--- src/rtl/frogger_pkg.sv ---
// Shared types and defaults for the frogger collision/scoring slice.
// Holds the game FSM state encoding, grid geometry and parameter defaults.
package frogger_pkg;

    typedef enum logic [1:0] {
        PLAY = 2'd0,
        HIT  = 2'd1,
        OVER = 2'd2
    } frog_state_t;

    localparam int GRID           = 16;
    localparam int DEF_LIVES      = 3;
    localparam int DEF_HIT_CYCLES = 4;
    localparam int DEF_GOAL_ROW   = 0;

    // Score counter stops at its top value instead of wrapping to zero.
    function automatic logic [3:0] sat_inc4(input logic [3:0] v);
        return (v == 4'hF) ? v : v + 4'd1;
    endfunction

endpackage

--- src/rtl/freeze_timer.sv ---
// Down-counter that times the post-hit freeze.
// done is high during the final counted cycle, so the caller can leave HIT on that edge.
module freeze_timer (
    input  logic       clk,
    input  logic       RST,
    input  logic       load,
    input  logic [3:0] value,
    output logic       done
);

    logic [3:0] count_reg;

    always_ff @(posedge clk) begin
        if (RST) begin
            count_reg <= 4'd0;
        end else if (load) begin
            count_reg <= value;
        end else if (count_reg != 4'd0) begin
            count_reg <= count_reg - 4'd1;
        end
    end

    assign done = (count_reg == 4'd1);

endmodule

--- src/rtl/frog_collision.sv ---
// Frog/car collision detector with lives, freeze-after-hit, goal scoring and respawn requests.
// Every output is a register; the inputs only feed next-state logic.
module frog_collision
    import frogger_pkg::*;
#(
    parameter int LIVES      = DEF_LIVES,
    parameter int HIT_CYCLES = DEF_HIT_CYCLES,
    parameter int GOAL_ROW   = DEF_GOAL_ROW
) (
    input  logic              clk,
    input  logic              RST,
    input  logic [15:0][15:0] RedPixels,
    input  logic [3:0]        frog_row,
    input  logic [3:0]        frog_col,
    output logic              hit,
    output logic              respawn,
    output logic [1:0]        lives,
    output logic [3:0]        score,
    output logic              frozen,
    output logic              game_over
);

    localparam logic [1:0] LIVES_INIT = 2'(LIVES);
    localparam logic [3:0] HIT_LEN    = 4'(HIT_CYCLES);
    localparam logic [3:0] GOAL_IDX   = 4'(GOAL_ROW);

    frog_state_t state_reg, state_next;
    logic [1:0]  lives_reg, lives_next;
    logic [3:0]  score_reg, score_next;
    logic        hit_reg, hit_next;
    logic        respawn_reg, respawn_next;
    logic        frozen_reg, frozen_next;
    logic        game_over_reg, game_over_next;
    logic        suppress_reg, suppress_next;
    logic        timer_load;
    logic        timer_done;

    // Flatten the grid row by row so {row, col} addresses one 256:1 mux.
    logic [GRID*GRID-1:0] pix_flat;
    logic                 car_at_frog;
    logic                 at_goal;

    genvar gi;
    generate
        for (gi = 0; gi < GRID; gi++) begin : g_flat
            assign pix_flat[gi*GRID +: GRID] = RedPixels[gi];
        end
    endgenerate

    assign car_at_frog = pix_flat[{frog_row, frog_col}];
    assign at_goal     = (frog_row == GOAL_IDX);

    freeze_timer u_freeze_timer (
        .clk   (clk),
        .RST   (RST),
        .load  (timer_load),
        .value (HIT_LEN),
        .done  (timer_done)
    );

    always_ff @(posedge clk) begin
        if (RST) begin
            state_reg     <= PLAY;
            lives_reg     <= LIVES_INIT;
            score_reg     <= 4'd0;
            hit_reg       <= 1'b0;
            respawn_reg   <= 1'b0;
            frozen_reg    <= 1'b0;
            game_over_reg <= 1'b0;
            suppress_reg  <= 1'b0;
        end else begin
            state_reg     <= state_next;
            lives_reg     <= lives_next;
            score_reg     <= score_next;
            hit_reg       <= hit_next;
            respawn_reg   <= respawn_next;
            frozen_reg    <= frozen_next;
            game_over_reg <= game_over_next;
            suppress_reg  <= suppress_next;
        end
    end

    always_comb begin
        state_next    = state_reg;
        lives_next    = lives_reg;
        score_next    = score_reg;
        hit_next      = 1'b0;
        respawn_next  = 1'b0;
        suppress_next = suppress_reg;
        timer_load    = 1'b0;

        // One sample off the goal row re-arms scoring after a respawn.
        if (!at_goal) begin
            suppress_next = 1'b0;
        end

        case (state_reg)
            PLAY: begin
                if (car_at_frog) begin
                    hit_next   = 1'b1;
                    lives_next = (lives_reg == 2'd0) ? 2'd0 : lives_reg - 2'd1;
                    if (lives_next != 2'd0) begin
                        state_next = HIT;
                        timer_load = 1'b1;
                    end else begin
                        state_next = OVER;
                    end
                end else if (at_goal && !suppress_reg) begin
                    score_next    = sat_inc4(score_reg);
                    respawn_next  = 1'b1;
                    suppress_next = 1'b1;
                end
            end
            HIT: begin
                if (timer_done) begin
                    state_next    = PLAY;
                    respawn_next  = 1'b1;
                    suppress_next = 1'b1;
                end
            end
            OVER: begin
                state_next = OVER;
            end
            default: begin
                state_next = PLAY;
            end
        endcase

        frozen_next    = (state_next != PLAY);
        game_over_next = (state_next == OVER);
    end

    assign hit       = hit_reg;
    assign respawn   = respawn_reg;
    assign lives     = lives_reg;
    assign score     = score_reg;
    assign frozen    = frozen_reg;
    assign game_over = game_over_reg;

endmodule
--- config.mk ---
export PLATFORM = sky130hd
export DESIGN_NAME = frog_collision
export DESIGN_NICKNAME = d
export VERILOG_FILES = /design/src/rtl/frogger_pkg.sv /design/src/rtl/freeze_timer.sv /design/src/rtl/frog_collision.sv
export SDC_FILE = /design/constraint.sdc
export NUM_CORES = 1
export LEC_CHECK = 0
export BUFFER_PORTS_ARGS = -buffer_cell sky130_fd_sc_hd__buf_4
export CORE_AREA = 4 4 105 107
export DETAILED_ROUTE_END_ITERATION = 16
export DIE_AREA = 0 0 109 111
export PLACE_DENSITY = 0.79
export SYNTH_ARGS = -nofsm -noshare
export SYNTH_HDL_FRONTEND = slang
export SYNTH_SLANG_ARGS = --single-unit
--- constraint.sdc ---
create_clock -name clk -period 2.9 [get_ports clk]
set_input_delay 0.725 -clock clk [delete_from_list [all_inputs] [get_ports clk]]
set_output_delay 0.725 -clock clk [all_outputs]
set_load 0.01 [all_outputs]
==> flow_metrics.env, run 1 <==
export IMPL_drc=0
export IMPL_ant_nets=0
export IMPL_netlist_area_leader_share_pct=27.65
export IMPL_slew_viol_final=0
export IMPL_h_tree_depth=1
export IMPL_fin_area_um2=5714
export IMPL_synth_fp_nets=555
export IMPL_fin_crit_sh_pct=96.71
export IMPL_syn2layout_area_growth_pct=79.87
export IMPL_min_period_ns=2.805
export IMPL_cts_sinks=17
export IMPL_place_gp_congestion=0.8937
export IMPL_synth_top_area_cell="mux4_2"
export IMPL_layout_drive_gt1_share_pct=68.85
export IMPL_dr_first_iter_drc_count=154
export IMPL_tightest_slew_ns=0.4883
export IMPL_final_nets=851
export IMPL_crit_type="input pin to register"
export IMPL_ir_drop_uv=216.4
export IMPL_slew_headroom_pct=66.60
export IMPL_synth_edf_count=0
export IMPL_via_per_inst=5.328
export IMPL_antenna_found_initial=0
export IMPL_crit_arrival_ns=2.95
export IMPL_clkSlewWorstSetupHoldPaths_ns=0.06
export IMPL_io_pins=276
export IMPL_critPathLaunchType="input pin"
export IMPL_required_ns=3.05
export IMPL_place_ws_ns=-0.2955
export IMPL_cts_tree="yes"
export IMPL_port_buffers=275
export IMPL_vias=3820
export IMPL_clkLatencyLatePin_ns=0.25
export IMPL_synthTopCellsByCount="mux4_2 (39), dfxtp_1 (17), mux2i_1 (17), mux2_2 (16)"
export IMPL_syn_area_per_cell_um2=11.11
export IMPL_grt_max_degree=22
export IMPL_synthCells=286
export IMPL_synth_flop_cell="dfxtp_1"
export IMPL_grt_pass1_vias=4202
export IMPL_initial_core_util_pct=31.33
export IMPL_finalNonFillerCells=717
export IMPL_skew_ns=0.0006834
export IMPL_fmax_mhz=356.5
export IMPL_wl_per_cell_um=19.95
export IMPL_yosysUniqueCellTypes=55
export IMPL_grt_use_total_pct=22.59
export IMPL_clock_path_buffers=2
export IMPL_mappedNetlistArea_um2=3177
export IMPL_yosysWarnings=0
export IMPL_placedCellCount=711
export IMPL_core_area_um2=10140
export IMPL_diodes=0
export IMPL_whs_ns=0.4792
export IMPL_holdBufCountCts=0
export IMPL_die_h_um=111
export IMPL_async_reset_ff_share_pct=0
export IMPL_cap_violations=0
export IMPL_firstDrtPassIters=6
export IMPL_routed_wl_mm=14.31
export IMPL_yosysMostFrequentCell="mux4_2"
export IMPL_hold_class="register to register"
export IMPL_utilization_pct=56.36
export IMPL_numCtsBuffers=3
export IMPL_hpwl_mm=12.55
export IMPL_fp_dieW_um=109
export IMPL_dieArea_um2=12100
export IMPL_overflow=0
export IMPL_root_buffer="clkbuf_8"
export IMPL_setup_tns_ns=0
export IMPL_fillCellCount=849
export IMPL_status="finished clean"
export IMPL_power_density_nw_per_um2=253.3
export IMPL_cp_max_fo=9
export IMPL_worst_slack_ns=0.09531
export IMPL_yosysSeqAreaShare_pct=10.71
export IMPL_fp_row_count=37
export IMPL_synth_area_leaders="mux4_2 (28%), mux4_1 (12%), dfxtp_1 (11%)"
export IMPL_hold_violations=0
export IMPL_grt_pass1_wl_mm=21.37
export IMPL_synth_seq_cells=17
export IMPL_setup_violations=0
export IMPL_power_leakage_nw=2.613
export IMPL_rsz0062_at_grt="no"
export IMPL_power_mw=1.447
export IMPL_dpl_instance_area_um2=5600
export IMPL_worstSetupEndpointType="register"
-- where the power goes --
part | leakage (nW) | switching (mW) | internal, mW | total, mW
combinational | 2.45 | 0.369 | 0.590 | 0.959
sequential | 0.139 | 0.0366 | 0.275 | 0.312
clock | 0.0228 | 0.0792 | 0.0976 | 0.177
-- per-layer routing --
| layer | vias to the layer above | share of wire [%] | track usage [%] |
|---|---|---|---|
| met5 | - | 0 | 0 |
| met4 | 0 | 2.4 | 5.724 |
| met3 | 26 | 6.9 | 4.485 |
| met2 | 179 | 54 | 41.44 |
| met1 | 1828 | 36 | 26.32 |
| li1 | 1787 | - | - |
-- final timing paths --
check / endpoint / slack (ns) / from / cells after the start
hold reg to reg: suppress_reg / 0.48 / suppress_reg / 2
hold / removal: suppress_reg / 0.48 / suppress_reg / 2
setup reg to reg: score[0] / 1.23 / state_reg[0] / 5
setup / recovery: score[0] / 0.1 / frog_col[1] / 9
-- placed cells by master, fill, tap and decap left out, types with 2 or more instances in the layout --
cell type,n
buf_4,309
mux4_2,47
mux2i_1,17
dfxtp_1,17
mux2_2,16
nor2_1,15
nand2_1,14
nor2b_1,13
nand3_1,11
a22oi_1,7
mux4_1,7
buf_12,7
inv_1,6
nor3_1,6
a21oi_1,6
a211oi_1,5
a2111oi_0,5
nor4_1,4
o21ai_0,4
nand2b_1,4
o22ai_1,4
a221oi_2,4
and2_1,3
nor3b_1,3
a22o_1,3
and3_1,3
ha_1,3
clkbuf_8,3
o21ai_1,2
o31a_1,2
nand3b_1,2
a31oi_1,2
o41ai_1,2
buf_6,2
-- kinds of logic (layout without fill, tap and decap cells) --
family | after synthesis | after routing | synth area share (%)
AND/OR/NAND/NOR | 82 | 82 | 13.75
multiplexers | 88 | 88 | 51.56
AO/OA/AOI/OAI | 60 | 60 | 15.24
buffers and inverters | 35 | 330 | 7.287
adder cells (fa/ha/maj) | 3 | 3 | 1.182
XOR/XNOR | 1 | 1 | 0.2757
flip-flops | 17 | 17 | 10.71
-- final cells by class --
cell class	count	area [um^2]	area share [%]
repair buffers	320	2522	44.14
flip-flops and latches	17	340.3	5.956
well taps	136	170.2	2.978
multi-input cells	234	2614	45.74
inverters	6	22.52	0.3941
clock buffers	4	45.04	0.7883
-- critical path, cell delays in order --
cell	delay, ns
buf_12	0.12
mux4_1	0.55
a22o_1	0.23
a221oi_2	0.16
mux4_2	0.32
a211oi_4	0.08
buf_12	0.14
a311oi_4	0.29
mux2_4	0.32
-- repair_timing --
item	CTS	global route
resized for setup	1	20
pin swaps	0	2
setup endpoints to repair	1	9
cloned	0	1
buffers inserted	0	1
No activity file was read; power rests on OpenSTA's default activity.
==> run 2: changes to the inputs <==
--- a/config.mk
+++ b/config.mk
@@ -6,10 +6,11 @@
 export NUM_CORES = 1
 export LEC_CHECK = 0
 export BUFFER_PORTS_ARGS = -buffer_cell sky130_fd_sc_hd__buf_4
-export CORE_AREA = 4 4 105 107
+export CORE_AREA = 4 4 106 108
 export DETAILED_ROUTE_END_ITERATION = 16
-export DIE_AREA = 0 0 109 111
+export DIE_AREA = 0 0 110 112
 export PLACE_DENSITY = 0.79
 export SYNTH_ARGS = -nofsm -noshare
 export SYNTH_HDL_FRONTEND = slang
+export SYNTH_HIERARCHICAL = 1
 export SYNTH_SLANG_ARGS = --single-unit
==> run 2 against run 1 <==
  * Count of clock-buffer cells in the layout shrank 1
  * Clock power up 2%
  * Largest power group unchanged
  * Synthesized cell count grew 3.5%
==> flow_metrics.env, run 2 <==
export IMPL_netlist_area_leader_share_pct=25.06
export IMPL_synth_edf_count=0
export IMPL_place_gp_congestion=0.8928
export IMPL_required_ns=3.10
export IMPL_setup_tns_ns=0
export IMPL_global_route_usage_met3_pct=4.464
export IMPL_fp_row_count=37
export IMPL_mappedNetlistArea_um2=3251
export IMPL_whs_path_depth=2
export IMPL_power_density_nw_per_um2=268.1
export IMPL_cp_slowest_cell="mux4_2"
export IMPL_clkLatencyLatePin_ns=0.26
export IMPL_tightest_slew_ns=0.5613
export IMPL_rsz0062_at_grt="yes"
export IMPL_synthTopCellsByCount="mux4_1 (31), mux4_2 (26), nand2_1 (20), mux2i_1 (18), dfxtp_1 (17)"
export IMPL_port_buffers=275
export IMPL_routed_wl_mm=15.73
export IMPL_grt_max_degree=22
export IMPL_final_nets=881
export IMPL_async_reset_ff_share_pct=0
export IMPL_clock_path_buffers=2
export IMPL_synth_area_leaders="mux4_1 (25%), mux4_2 (18%), dfxtp_1 (10%)"
export IMPL_antenna_found_initial=0
export IMPL_worstPathCellList="buf_16 -> buf_12 -> mux4_2 -> a22oi_2 -> a211o_1 -> nand4_1 -> o32a_4 -> o211ai_1 -> inv_2 -> or3_4 -> a21oi_2"
export IMPL_setup_violations=0
export IMPL_r2r_setup_slack_ns=1.20
export IMPL_yosysMostFrequentCell="mux4_1"
export IMPL_ant_nets=0
export IMPL_ir_drop_uv=212.1
export IMPL_status="finished clean"
export IMPL_numCtsBuffers=3
export IMPL_fmax_mhz=348.7
export IMPL_grt_use_total_pct=24.16
export IMPL_fin_crit_sh_pct=98.88
export IMPL_critPathMaxStageDelay_ns=0.52
export IMPL_firstDrtPassIters=4
export IMPL_vias=4025
export IMPL_crit_arrival_ns=3.07
export IMPL_layout_drive_gt1_share_pct=65.57
export IMPL_yosysWarnings=6
export IMPL_overflow=0
export IMPL_slew_viol_final=0
export IMPL_synth_top_area_cell="mux4_1"
export IMPL_slew_headroom_pct=62.50
export IMPL_power_leakage_nw=2.771
export IMPL_final_common_cell="buf_4"
export IMPL_cts_sinks=17
export IMPL_cp_num_cells=11
export IMPL_core_area_um2=10230
export IMPL_fp_dieW_um=110
export IMPL_critPathLaunchType="input pin"
export IMPL_wl_per_cell_um=21.08
export IMPL_io_pins=276
export IMPL_grt_busiest_layer="met2"
export IMPL_rr_worst_depth=5
export IMPL_fillCellCount=847
export IMPL_crit_family="compound AO/OA/AOI/OAI gates"
export IMPL_cts_tree="yes"
export IMPL_drc=0
export IMPL_via_per_inst=5.395
export IMPL_clkSlewWorstSetupHoldPaths_ns=0.07
export IMPL_dieArea_um2=12320
export IMPL_use_met1_pct=28.18
export IMPL_cp_max_fo=9
export IMPL_synth_seq_cells=17
export IMPL_yosysSeqAreaShare_pct=10.47
export IMPL_min_period_ns=2.867
export IMPL_syn2layout_area_growth_pct=83.33
export IMPL_worstSetupEndpointType="register"
export IMPL_syn_area_per_cell_um2=10.98
export IMPL_skew_ns=0.005976
export IMPL_grt_pass1_vias=4367
export IMPL_hold_violations=0
export IMPL_critPathBufInv=3
export IMPL_gr_usage_met2_pct=44.82
export IMPL_dr_first_iter_drc_count=188
export IMPL_hpwl_mm=13.41
export IMPL_synth_flop_cell="dfxtp_1"
export IMPL_yosysUniqueCellTypes=60
export IMPL_dpl_instance_area_um2=5709
export IMPL_grt_pass1_wl_mm=23.00
export IMPL_final_cell_mix="buf_4 (325), mux4_2 (35), mux4_1 (22)"
export IMPL_synthCells=296
export IMPL_cap_violations=0
export IMPL_diodes=0
export IMPL_die_h_um=112
export IMPL_root_buffer="clkbuf_8"
export IMPL_fin_area_um2=5959
export IMPL_crit_type="input pin to register"
export IMPL_h_tree_depth=1
export IMPL_initial_core_util_pct=31.77
export IMPL_hold_class="register to register"
run 2: worst reg2reg max path, stage by stage (launching register included):
cell	delay (ns)
dfxtp_1	0.34
inv_1	0.13
ha_1	0.15
nor3b_1	0.48
mux2_2	0.42
o22ai_2	0.12
run 2: layout make-up:
class / instances / area, um^2 / area share [%]
clock inverters: 1 / 5.005 / 0.08398
inverters: 7 / 26.28 / 0.4409
flip-flops and latches: 17 / 340.3 / 5.711
repair buffers: 333 / 2619 / 43.94
multi-input cells: 249 / 2758 / 46.27
well taps: 136 / 170.2 / 2.855
clock buffers: 3 / 41.29 / 0.6928
run 2: repair_timing:
item	in CTS	in global routing
setup buffers	6	1
cloned	2	1
setup endpoints to repair	9	8
gates resized for setup	11	7
hold buffers	0	0
hold endpoints to repair	0	0
pin swaps	2	5
run 2: cells by family after synthesis:
group,Yosys count,synth area share (%)
other,2,0.2310
multiplexers,80,50.35
AND/OR/NAND/NOR,97,16.09
AO/OA/AOI/OAI,62,14.66
adder cells (fa/ha/maj),4,1.540
XOR/XNOR,2,0.5390
flip-flops,17,10.47
buffers and inverters,32,6.120
run 2: worst paths after layout:
| check | from | end |
|---|---|---|
| min reg2reg | score[1] | score[1] |
| min | score[1] | score[1] |
| max reg2reg | u_freeze_timer/count_reg[0] | u_freeze_timer/count_reg[1] |
| max | frog_col[0] | u_freeze_timer/count_reg[2] |
run 2: power breakdown:
| part | leakage, nW | switching, mW | internal, mW | total (mW) |
|---|---|---|---|---|
| clock network | 0.0255 | 0.0859 | 0.0955 | 0.181 |
| registers | 0.139 | 0.0571 | 0.284 | 0.341 |
| logic | 2.61 | 0.414 | 0.661 | 1.07 |
| total | 2.77 | 0.557 | 1.04 | 1.60 |
run 2: per-stage QoR:
| step | utilization, % | hold WS, ns | cells | setup WS, ns | total power [mW] |
|---|---|---|---|---|---|
| 5_1_grt | 58.25 | 0.5589 | 746 | -0.09268 | 1.703 |
| 6_report | 58.25 | 0.5332 | 746 | 0.03260 | 1.598 |
| 4_1_cts | 57.56 | 0.5359 | 744 | -0.01516 | 1.552 |
| 3_3_place_gp | 55.80 | 0.4869 | 732 | -0.4025 | 1.286 |
| 2_1_floorplan | - | 0.5108 | 298 | -0.09891 | 0.8569 |
| 3_5_place_dp | 55.80 | 0.5268 | 732 | -0.5052 | 1.324 |
run 2: metal layers:
| metal | vias to the layer above | part of all wire (%) | routed length (um) |
|---|---|---|---|
| met3 | 27 | 6.8 | 1072 |
| met1 | 1932 | 36 | 5721 |
| met4 | 0 | 2.0 | 310 |
| met5 | - | 0 | 0 |
| met2 | 193 | 55 | 8622 |
| li1 | 1873 | - | - |
==> run 3: changes to the inputs <==
--- a/config.mk
+++ b/config.mk
@@ -10,6 +10,7 @@
 export DETAILED_ROUTE_END_ITERATION = 16
 export DIE_AREA = 0 0 110 112
 export PLACE_DENSITY = 0.79
+export REMOVE_ABC_BUFFERS = 1
 export SYNTH_ARGS = -nofsm -noshare
 export SYNTH_HDL_FRONTEND = slang
 export SYNTH_HIERARCHICAL = 1
==> constraint.sdc (replaced) <==
create_clock -name clk -period 2.9 [get_ports clk]
set_input_delay 0.725 -clock clk [delete_from_list [all_inputs] [get_ports clk]]
set_output_delay 0.725 -clock clk [all_outputs]
set_load 0.005 [all_outputs]
==> run 3 against run 2 <==
  * The run now ends with negative setup slack left
  * Largest cell class unchanged
  * Clock power is essentially flat
  * Sequential cell count is the same
  * Largest power group unchanged
  * Total power shrank 1.9%
  * Sequential power is essentially flat
==> flow_metrics.env, run 3 (same netlist as run 2, synthesis figures left out) <==
export IMPL_rsz0062_at_grt="yes"
export IMPL_status="finished, violations left"
export IMPL_clkLatencyLatePin_ns=0.25
export IMPL_hold_class="register to register"
export IMPL_tightest_slew_ns=0.5798
export IMPL_clkSlewWorstSetupHoldPaths_ns=0.07
export IMPL_dpl_instance_area_um2=5695
export IMPL_worst_slack_ns=-0.06353
export IMPL_cts_sinks=17
export IMPL_final_cell_mix="buf_4 (317), mux4_2 (37), mux4_1 (20)"
export IMPL_crit_type="input pin to register"
export IMPL_numCtsBuffers=3
export IMPL_syn2layout_area_growth_pct=83.68
export IMPL_fin_crit_sh_pct=102.2
export IMPL_slew_viol_final=0
export IMPL_final_nets=879
export IMPL_required_ns=3.09
export IMPL_grt_use_total_pct=23.94
export IMPL_grt_pass1_vias=4539
export IMPL_min_period_ns=2.964
export IMPL_wl_per_cell_um=20.50
export IMPL_firstDrtPassIters=4
export IMPL_fp_row_count=37
export IMPL_fin_area_um2=5971
export IMPL_skew_ns=0.0006835
export IMPL_hold_violations=0
export IMPL_overflow=0
export IMPL_initial_core_util_pct=31.77
export IMPL_antenna_found_initial=0
export IMPL_layout_drive_gt1_share_pct=65.95
export IMPL_grt_pass1_wl_mm=22.99
export IMPL_worstSetupEndpointType="register"
export IMPL_place_gp_congestion=0.9079
export IMPL_power_density_nw_per_um2=262.6
export IMPL_whs_path_depth=2
export IMPL_final_common_cell="buf_4"
export IMPL_fillCellCount=848
export IMPL_h_tree_depth=1
export IMPL_dr_first_iter_drc_count=257
export IMPL_die_h_um=112
export IMPL_port_buffers=275
export IMPL_dieArea_um2=12320
export IMPL_io_pins=276
export IMPL_hpwl_mm=13.02
export IMPL_ir_drop_uv=179.4
export IMPL_fp_dieW_um=110
export IMPL_core_area_um2=10230
export IMPL_violations="negative setup slack"
export IMPL_clock_path_buffers=2
export IMPL_cap_violations=0
export IMPL_vias=4050
export IMPL_rr_worst_depth=7
export IMPL_crit_arrival_ns=3.16
export IMPL_ant_nets=0
export IMPL_cts_tree="yes"
export IMPL_drc=0
export IMPL_power_leakage_nw=2.761
export IMPL_grt_max_degree=22
export IMPL_slew_headroom_pct=60.99
export IMPL_via_per_inst=5.444
export IMPL_power_mw=1.568
export IMPL_routed_wl_mm=15.25
export IMPL_cp_max_fo=6
export IMPL_root_buffer="clkbuf_8"
export IMPL_critPathLaunchType="input pin"
export IMPL_diodes=0
export IMPL_setup_violations=4
export IMPL_fmax_mhz=337.4
[run 3: changes by cell type in the layout (fill, tap and decap cells not counted), moves of 2 or more]
cell     previous run  this run
o22ai_1             1         3
buf_4             325       317
o22ai_2             2         0
mux4_1             22        20
mux4_2             35        37
buf_6               1         6
[run 3: final cells by class]
class	count	area, um^2	area share, %
clock buffers	3	41.29	0.6915
clock inverters	1	5.005	0.08382
inverters	7	26.28	0.4401
multi-input cells	249	2763	46.27
flip-flops and latches	17	340.3	5.700
well taps	136	170.2	2.850
repair buffers	331	2625	43.96
[run 3: power breakdown]
group	leakage, nW	switching, mW	internal [mW]
Sequential	0.139	0.0546	0.284
Combinational	2.60	0.394	0.654
Clock	0.0255	0.0858	0.0954
Total	2.76	0.535	1.03
[run 3: through the flow]
| step | setup WS (ns) | setup TNS (ns) | cells | hold WS [ns] | utilization [%] |
|---|---|---|---|---|---|
| after floorplan | -0.01015 | -0.01015 | 273 | 0.4838 | - |
| after global placement | -0.5078 | -4.893 | 729 | 0.4884 | 55.67 |
| after detailed placement | -0.5201 | -5.606 | 729 | 0.5226 | 55.67 |
| after CTS | -0.07093 | -0.07451 | 743 | 0.5330 | 58.09 |
| after global routing | -0.1671 | -0.5355 | 744 | 0.5840 | 58.36 |
| final | -0.06353 | -0.1633 | 744 | 0.5316 | 58.36 |
[run 3: path summary, 6_finish.rpt]
check | end | startpoint | slack (ns)
worst max-delay path | u_freeze_timer/count_reg[3] | frog_col[0] | -0.06
worst min register to register | score[3] | score[3] | 0.53
worst max register to register | u_freeze_timer/count_reg[3] | state_reg[0] | 1.20
worst min-delay path | score[3] | score[3] | 0.53
[run 3: worst max-delay path: stages]
cell	delay, ns
buf_16	0.10
buf_12	0.12
mux4_2	0.51
a22oi_2	0.17
nand2_1	0.07
or3_4	0.33
a41o_1	0.25
o211ai_1	0.25
inv_1	0.12
buf_6	0.13
a211o_1	0.24
a21oi_2	0.11
[run 3: routing by layer]
layer,vias up,part of all wire [%],GRT usage [%],wire length (um)
li1,1873,-,-,-
met1,1948,36,27.22,5438
met2,199,56,45.51,8512
met3,30,6.2,4.000,949
met4,0,2.3,5.403,348
met5,-,0,0,0
[run 3: timing repair]
item / CTS / global route
gates cloned: 2 / 0
pin swaps: 18 / 12
setup buffers: 9 / 1
gates resized for setup: 32 / 9
endpoints found under the setup margin: 11 / 7
hold buffers: 0 / 0
